`src/rtl/ram_scan_reader_pkg.sv`:
```
// Shared types and constants for the RAM scan reader and its BCD converter.
// Macro RAM_SCAN_READER_BCD_EN adds the CONV state to the FSM enum.
package ram_scan_pkg;

  localparam int unsigned BCD_W    = 12;
  localparam int unsigned DD_ITERS = 8;
  localparam int unsigned DD_IN_W  = 8;

  typedef enum logic [2:0] {
    IDLE,
    ISSUE,
    CAPT,
`ifdef RAM_SCAN_READER_BCD_EN
    CONV,
`endif
    PRESENT
  } state_e;

  // One double-dabble iteration: add 3 to each nibble >= 5, then shift in the next binary bit.
  function automatic logic [BCD_W-1:0] dd_step(input logic [BCD_W-1:0] bcd, input logic bin_msb);
    logic [BCD_W-1:0] adj;
    adj = bcd;
    for (int n = 0; n < int'(BCD_W / 4); n++) begin
      if (bcd[4*n +: 4] >= 4'd5) adj[4*n +: 4] = bcd[4*n +: 4] + 4'd3;
    end
    return {adj[BCD_W-2:0], bin_msb};
  endfunction

endpackage

```
`src/rtl/ram_scan_reader_if.sv`:
```
// RAM read port plus valid/ready output stream of the scan reader.
interface ram_scan_reader_if #(
  parameter int unsigned ADDR_W = 3,
  parameter int unsigned DATA_W = 8
) ();

  logic [ADDR_W-1:0]               ram_addr;
  logic                            ram_re;
  logic [DATA_W-1:0]               ram_dout;
  logic                            out_valid;
  logic                            out_ready;
  logic [ram_scan_pkg::BCD_W-1:0]  out_data;
  logic                            out_last;

  modport master (
    output ram_addr, ram_re, out_valid, out_data, out_last,
    input  ram_dout, out_ready
  );

  modport slave (
    input  ram_addr, ram_re, out_valid, out_data, out_last,
    output ram_dout, out_ready
  );

endinterface

```
`src/rtl/ram_scan_reader_bin2bcd_seq.sv`:
```
// Sequential 8-bit binary to 3-digit BCD converter (double-dabble, one bit per cycle).
// Compiled only when RAM_SCAN_READER_BCD_EN is defined.
`ifdef RAM_SCAN_READER_BCD_EN
module bin2bcd_seq
  import ram_scan_pkg::*;
(
  input  logic               clk,
  input  logic               rst,
  input  logic               start,
  input  logic [DD_IN_W-1:0] din,
  output logic               done,
  output logic [BCD_W-1:0]   dout
);

  localparam int unsigned CNT_W = 4;

  logic [BCD_W-1:0]   bcd_q, bcd_d;
  logic [DD_IN_W-1:0] bin_q, bin_d;
  logic [CNT_W-1:0]   cnt_q, cnt_d;
  logic               run_q, run_d;
  logic               done_q, done_d;

  // The first iteration is folded into the start cycle so the result lands after DD_ITERS cycles.
  always_comb begin
    bcd_d  = bcd_q;
    bin_d  = bin_q;
    cnt_d  = cnt_q;
    run_d  = run_q;
    done_d = 1'b0;
    if (start) begin
      bcd_d = dd_step('0, din[DD_IN_W-1]);
      bin_d = {din[DD_IN_W-2:0], 1'b0};
      cnt_d = CNT_W'(1);
      run_d = 1'b1;
    end else if (run_q) begin
      bcd_d = dd_step(bcd_q, bin_q[DD_IN_W-1]);
      bin_d = {bin_q[DD_IN_W-2:0], 1'b0};
      cnt_d = cnt_q + CNT_W'(1);
      if (cnt_q == CNT_W'(DD_ITERS - 1)) begin
        run_d  = 1'b0;
        done_d = 1'b1;
      end
    end
  end

  always_ff @(posedge clk) begin
    if (!rst) begin
      bcd_q  <= '0;
      bin_q  <= '0;
      cnt_q  <= '0;
      run_q  <= 1'b0;
      done_q <= 1'b0;
    end else begin
      bcd_q  <= bcd_d;
      bin_q  <= bin_d;
      cnt_q  <= cnt_d;
      run_q  <= run_d;
      done_q <= done_d;
    end
  end

  assign done = done_q;
  assign dout = bcd_q;

endmodule
`endif

```
`src/rtl/ram_scan_reader.sv`:
```
// Scans the character RAM from 0 to DEPTH-1 and streams each word out on valid/ready.
// Define RAM_SCAN_READER_BCD_EN to format words as three BCD digits.
module ram_scan_reader
  import ram_scan_pkg::*;
#(
  parameter int unsigned ADDR_W = 3,
  parameter int unsigned DATA_W = 8,
  parameter int unsigned DEPTH  = 8
) (
  input  logic                 clk,
  input  logic                 rst,
  input  logic                 enable,
  input  logic                 start,
  output logic                 busy,
  ram_scan_reader_if.master    bus
);

  localparam logic [ADDR_W-1:0] LAST_IDX = ADDR_W'(DEPTH - 1);

  state_e             state_q, state_d;
  logic [ADDR_W-1:0]  idx_q, idx_d;
  logic               busy_q, busy_d;
  logic               out_valid_q, out_valid_d;
  logic               out_last_q, out_last_d;
  logic [BCD_W-1:0]   out_data_q, out_data_d;

`ifdef RAM_SCAN_READER_BCD_EN
  logic               conv_start;
  logic               conv_done;
  logic [BCD_W-1:0]   conv_dout;

  if (DATA_W != 8) begin : g_bad_data_w
    $error("ram_scan_reader: BCD formatting requires DATA_W == 8");
  end

  bin2bcd_seq u_bin2bcd (
    .clk   (clk),
    .rst   (rst),
    .start (conv_start),
    .din   (DD_IN_W'(bus.ram_dout)),
    .done  (conv_done),
    .dout  (conv_dout)
  );
`endif

  // Next-state and registered-output logic.
  always_comb begin
    state_d     = state_q;
    idx_d       = idx_q;
    busy_d      = busy_q;
    out_valid_d = out_valid_q;
    out_last_d  = out_last_q;
    out_data_d  = out_data_q;
`ifdef RAM_SCAN_READER_BCD_EN
    conv_start  = 1'b0;
`endif
    case (state_q)
      IDLE: begin
        if (start) begin
          idx_d   = '0;
          busy_d  = 1'b1;
          state_d = ISSUE;
        end
      end
      ISSUE: begin
        if (enable) state_d = CAPT;
      end
      CAPT: begin
        out_data_d = BCD_W'(bus.ram_dout);
`ifdef RAM_SCAN_READER_BCD_EN
        conv_start = 1'b1;
        state_d    = CONV;
`else
        out_valid_d = 1'b1;
        out_last_d  = (idx_q == LAST_IDX);
        state_d     = PRESENT;
`endif
      end
`ifdef RAM_SCAN_READER_BCD_EN
      CONV: begin
        if (conv_done) begin
          out_data_d  = conv_dout;
          out_valid_d = 1'b1;
          out_last_d  = (idx_q == LAST_IDX);
          state_d     = PRESENT;
        end
      end
`endif
      PRESENT: begin
        if (out_valid_q && bus.out_ready) begin
          out_valid_d = 1'b0;
          out_last_d  = 1'b0;
          if (out_last_q) begin
            busy_d  = 1'b0;
            state_d = IDLE;
          end else begin
            idx_d   = idx_q + ADDR_W'(1);
            state_d = ISSUE;
          end
        end
      end
      default: state_d = IDLE;
    endcase
  end

  always_ff @(posedge clk) begin
    if (!rst) begin
      state_q     <= IDLE;
      idx_q       <= '0;
      busy_q      <= 1'b0;
      out_valid_q <= 1'b0;
      out_last_q  <= 1'b0;
      out_data_q  <= '0;
    end else begin
      state_q     <= state_d;
      idx_q       <= idx_d;
      busy_q      <= busy_d;
      out_valid_q <= out_valid_d;
      out_last_q  <= out_last_d;
      out_data_q  <= out_data_d;
    end
  end

  // RAM port follows the state directly so the read lands on the enable cycle itself.
  assign bus.ram_re    = (state_q == ISSUE) && enable;
  assign bus.ram_addr  = (state_q == IDLE) ? '0 : idx_q;

  assign bus.out_valid = out_valid_q;
  assign bus.out_last  = out_last_q;
  assign bus.out_data  = out_data_q;
  assign busy          = busy_q;

endmodule
```
`src/flat_wrapper.sv`:
```
// flat-port wrapper written by rule: the top's interface ports become plain ports
module ram_scan_reader_flat import ram_scan_pkg::*;
#(
  parameter int unsigned ADDR_W = 3,
  parameter int unsigned DATA_W = 8,
  parameter int unsigned DEPTH  = 8
)
  (clk, rst, enable, start, busy, bus_ram_addr, bus_ram_re, bus_out_valid, bus_out_data, bus_out_last, bus_ram_dout, bus_out_ready);
  ram_scan_reader_if #(.ADDR_W(ADDR_W), .DATA_W(DATA_W)) bus_i ();
  input  logic clk;
  input  logic rst;
  input  logic enable;
  input  logic start;
  output logic busy;
  output wire logic [$bits(bus_i.ram_addr)-1:0] bus_ram_addr;
  output wire logic [$bits(bus_i.ram_re)-1:0] bus_ram_re;
  output wire logic [$bits(bus_i.out_valid)-1:0] bus_out_valid;
  output wire logic [$bits(bus_i.out_data)-1:0] bus_out_data;
  output wire logic [$bits(bus_i.out_last)-1:0] bus_out_last;
  input wire logic [$bits(bus_i.ram_dout)-1:0] bus_ram_dout;
  input wire logic [$bits(bus_i.out_ready)-1:0] bus_out_ready;
  assign bus_ram_addr = bus_i.ram_addr;
  assign bus_ram_re = bus_i.ram_re;
  assign bus_out_valid = bus_i.out_valid;
  assign bus_out_data = bus_i.out_data;
  assign bus_out_last = bus_i.out_last;
  assign bus_i.ram_dout = bus_ram_dout;
  assign bus_i.out_ready = bus_out_ready;
  ram_scan_reader #(.ADDR_W(ADDR_W), .DATA_W(DATA_W), .DEPTH(DEPTH)) u_core (.clk(clk), .rst(rst), .enable(enable), .start(start), .busy(busy), .bus(bus_i));
endmodule
```
`config.mk`:
```
export PLATFORM = sky130hd
export DESIGN_NAME = ram_scan_reader_flat
export DESIGN_NICKNAME = d
export VERILOG_FILES = /design/src/rtl/ram_scan_reader_pkg.sv /design/src/rtl/ram_scan_reader_if.sv /design/src/rtl/ram_scan_reader_bin2bcd_seq.sv /design/src/rtl/ram_scan_reader.sv /design/src/flat_wrapper.sv
export SDC_FILE = /design/constraint.sdc
export NUM_CORES = 1
export LEC_CHECK = 0
export ABC_AREA = 1
export BUFFER_PORTS_ARGS = -buffer_cell sky130_fd_sc_hd__buf_4
export CORE_MARGIN = 2
export CORE_UTILIZATION = 45
export DETAILED_ROUTE_END_ITERATION = 6
export PLACE_DENSITY = 0.74
export SYNTH_ARGS = -nofsm -noshare
export SYNTH_HDL_FRONTEND = slang
export SYNTH_HIERARCHICAL = 1
export SYNTH_SLANG_ARGS = --single-unit
```
`constraint.sdc`:
```
create_clock -name clk -period 3 [get_ports clk]
set_input_delay 0.6 -clock clk [delete_from_list [all_inputs] [get_ports clk]]
set_output_delay 0.6 -clock clk [all_outputs]
set_load 0.005 [all_outputs]
```
==> impl_metrics.csv <==
group,metric,value,unit
worst_setup_path,path_cells,"inv_1 > ha_1 > nor2_1 > buf_4",
route,wirelength,1692,um
route,drc,0,
timing,setup_tns,0,ns
power_and_ir_drop,p_per_area,816.2,nW/um^2
layout,area_delta_synth_final,26.84,%
power_and_ir_drop,max-vdd-ir-drop,0.0004485,V
die,die-width,47.42,um
grt,grt.overflow.total,0,
layout,stdcell_count,177,
worst_setup_path,critPathCaptureType,"output pin",
clock_tree,post-cts-setup-buffers,0,
yosys,ys_seq_area_frac,0.3776,
worst_setup_path,required,2.40,ns
clock_tree,clk_latency,0.28,ns
grt,grt_max_degree,16,
layout,final_util,0.6165,
grt,antenna_found_initial,0,
placed_design,post-place-ws,1.465,ns
route,ant_nets,0,
yosys,synth_cells,125,
placed_design,numPortBuffers,27,
timing,setup_viol,0,
worst_hold_path,worstHoldPathType,"reg -> reg",
route,num_vias,779,
clock_tree,numCtsBuffers,3,
clock_tree,clkTransAtPathRegs,0.09,ns
yosys,netlist.area_leader.share,0.3776,
timing,finalCriticalPeriod,1.840,ns
timing,min_period_over_period,0.6134,
power_and_ir_drop,power.leakage,0.5822,nW
layout,layout_commonest_cell,"nor2_1",
route,avgViaCountPerCell,4.401,
die,start_util,0.4860,
grt,grt_first_pass_wirelength,2739,um
die,design.portCount,32,
timing,finalHoldViolCount,0,
grt,grtUsageTotal,0.1731,
worst_setup_path,cp_data_arrival_time,1.24,ns
timing,drv_slew,0,
route,drt_iter0_markers,9,
yosys,yosysTopAreaCell,"dfxtp_1",
clock_tree,cts_tree,"done",
timing,max_freq,543.4,MHz
yosys,netlist_area,848.3,um^2
clock_tree,htreeDepth,1,
placed_design,gp_congestion,0.7718,
yosys,async_flop_share,0,
grt,grt_pass1_vias,691,
timing,clock_skew,0.005181,ns
layout,antenna_cells,0,
worst_setup_path,cp_slowest_cell,"dfxtp_1",
yosys,synth_area_leaders,"dfxtp_1 38%, nor2_1 15%, nand2_1 12%",
timing,grt_setup_unrepaired,"false",
layout,fin_nets,174,
timing,worst_hold_slack,0.4785,ns
placed_design,placed_cells,174,
clock_tree,cts_num_sinks,16,
clock_tree,cts_resized,0,
worst_setup_path,worst_path_largest_cell_delay,0.37,ns
placed_design,hpwl,1297,um
layout,layout-drive-gt1-share,0.2303,
yosys,synth_seq_cells,16,
die,die_area,2249,um^2
route,dr.pass1.iters,4,
worst_setup_path,start_kind,"register",
layout,final_cell_mix,"33 x nor2_1, 27 x buf_4, 26 x nand2_1",
die,row_count,15,
route,avgRoutedWirePerCell,9.559,um
yosys,synth_ff_type,"dfxtp_1",
timing,worst_slack,1.160,ns
worst_setup_path,critical_path_class,"reg -> out",
clock_tree,hold_buffers,0,
yosys,yosysWarnings,6,
clock_tree,cts_root_buf,"clkbuf_4",
yosys,synth_edf_count,0,
worst_setup_path,path_max_fanout,5,
flow_run,drv_cap,0,
run_status,outcome,"finished clean",
clock_tree,clk_path_buf_depth,2,
die,coreArea,1745,um^2
die,die_h,47.42,um
yosys,yosysUniqueCellTypes,15,
yosys,avgSynthCellArea,6.787,um^2
==> cell type report <==
cell class,count,area (um^2)
Clock buffer,3,22.52
Fill cell,170,669.4
Inverter,16,60.06
Multi-Input combinational cell,90,439.2
Sequential cell,16,320.3
Tap cell,25,31.28
Timing Repair Buffer,27,202.7
==> state kept, by name, summed over array words and instances (netlist names) <==
signal and flops:
u_core/state_q 2, u_core/bus.out_valid 1, u_core/bus.out_last 1, u_core/idx_q 3, u_core/busy 1, u_core/bus.out_data 8
==> synthesized netlist by cell type (2+ instances only) <==
cell type	n
nand2_1	26
buf_2	2
buf_4	4
a21oi_1	2
dfxtp_1	16
ha_1	7
inv_1	15
nor2_1	33
nand2_2	2
nand3_1	3
o21ai_0	11
==> logic make-up after synthesis <==
logic type                 count (synthesis)  share of synthesized area
DFF                                       16                     0.3776
adders and majority gates                  7                     0.1032
and+or+nand+nor                           66                     0.3200
other                                      1                   0.004421
AOI/OAI and AO/OA                         13                    0.07669
buffers and inverters                     22                     0.1180
==> stage by stage <==
step           power, mW  cell area, um^2
3_5_place_dp      0.7780             1054
5_1_grt           0.9701             1076
6_report          0.8782             1076
2_1_floorplan     0.6215            859.6
4_1_cts           0.8860             1076
3_3_place_gp      0.7629             1054
==> power by group <==
group / total [mW] / internal [mW] / switching (mW)
Sequential: 0.335 / 0.289 / 0.0458
Clock: 0.106 / 0.0465 / 0.0595
Combinational: 0.438 / 0.196 / 0.242
Total: 0.878 / 0.531 / 0.347
==> worst paths after layout <==
path / start / end / slack, ns / cells after the start
setup / recovery: u_core/state_q[0]$_SDFFE_PN0P_ / bus_ram_addr[0] / 1.16 / 4
hold / removal: u_core/busy$_SDFFE_PN0P_ / u_core/busy$_SDFFE_PN0P_ / 0.48 / 2
setup reg to reg: u_core/state_q[0]$_SDFFE_PN0P_ / u_core/bus.out_valid$_SDFFE_PN0P_ / 1.52 / 5
hold reg to reg: u_core/busy$_SDFFE_PN0P_ / u_core/busy$_SDFFE_PN0P_ / 0.48 / 2
==> worst max-delay path, delay by kind of cell, from the launching register on <==
kind / cells / cell delay, ns
buffers and inverters: 2 / 0.21
adders and majority gates: 1 / 0.26
and+or+nand+nor: 1 / 0.12
DFF: 1 / 0.37
==> routing by layer <==
| layer | global-route usage | share of wire |
|---|---|---|
| met1 | 0.2333 | 0.48 |
| met2 | 0.2730 | 0.45 |
| met3 | 0.02264 | 0.064 |
| met4 | 0.08333 | 0.0071 |
| met5 | 0 | 0 |
Note: power is estimated with default switching activity, not from simulation.
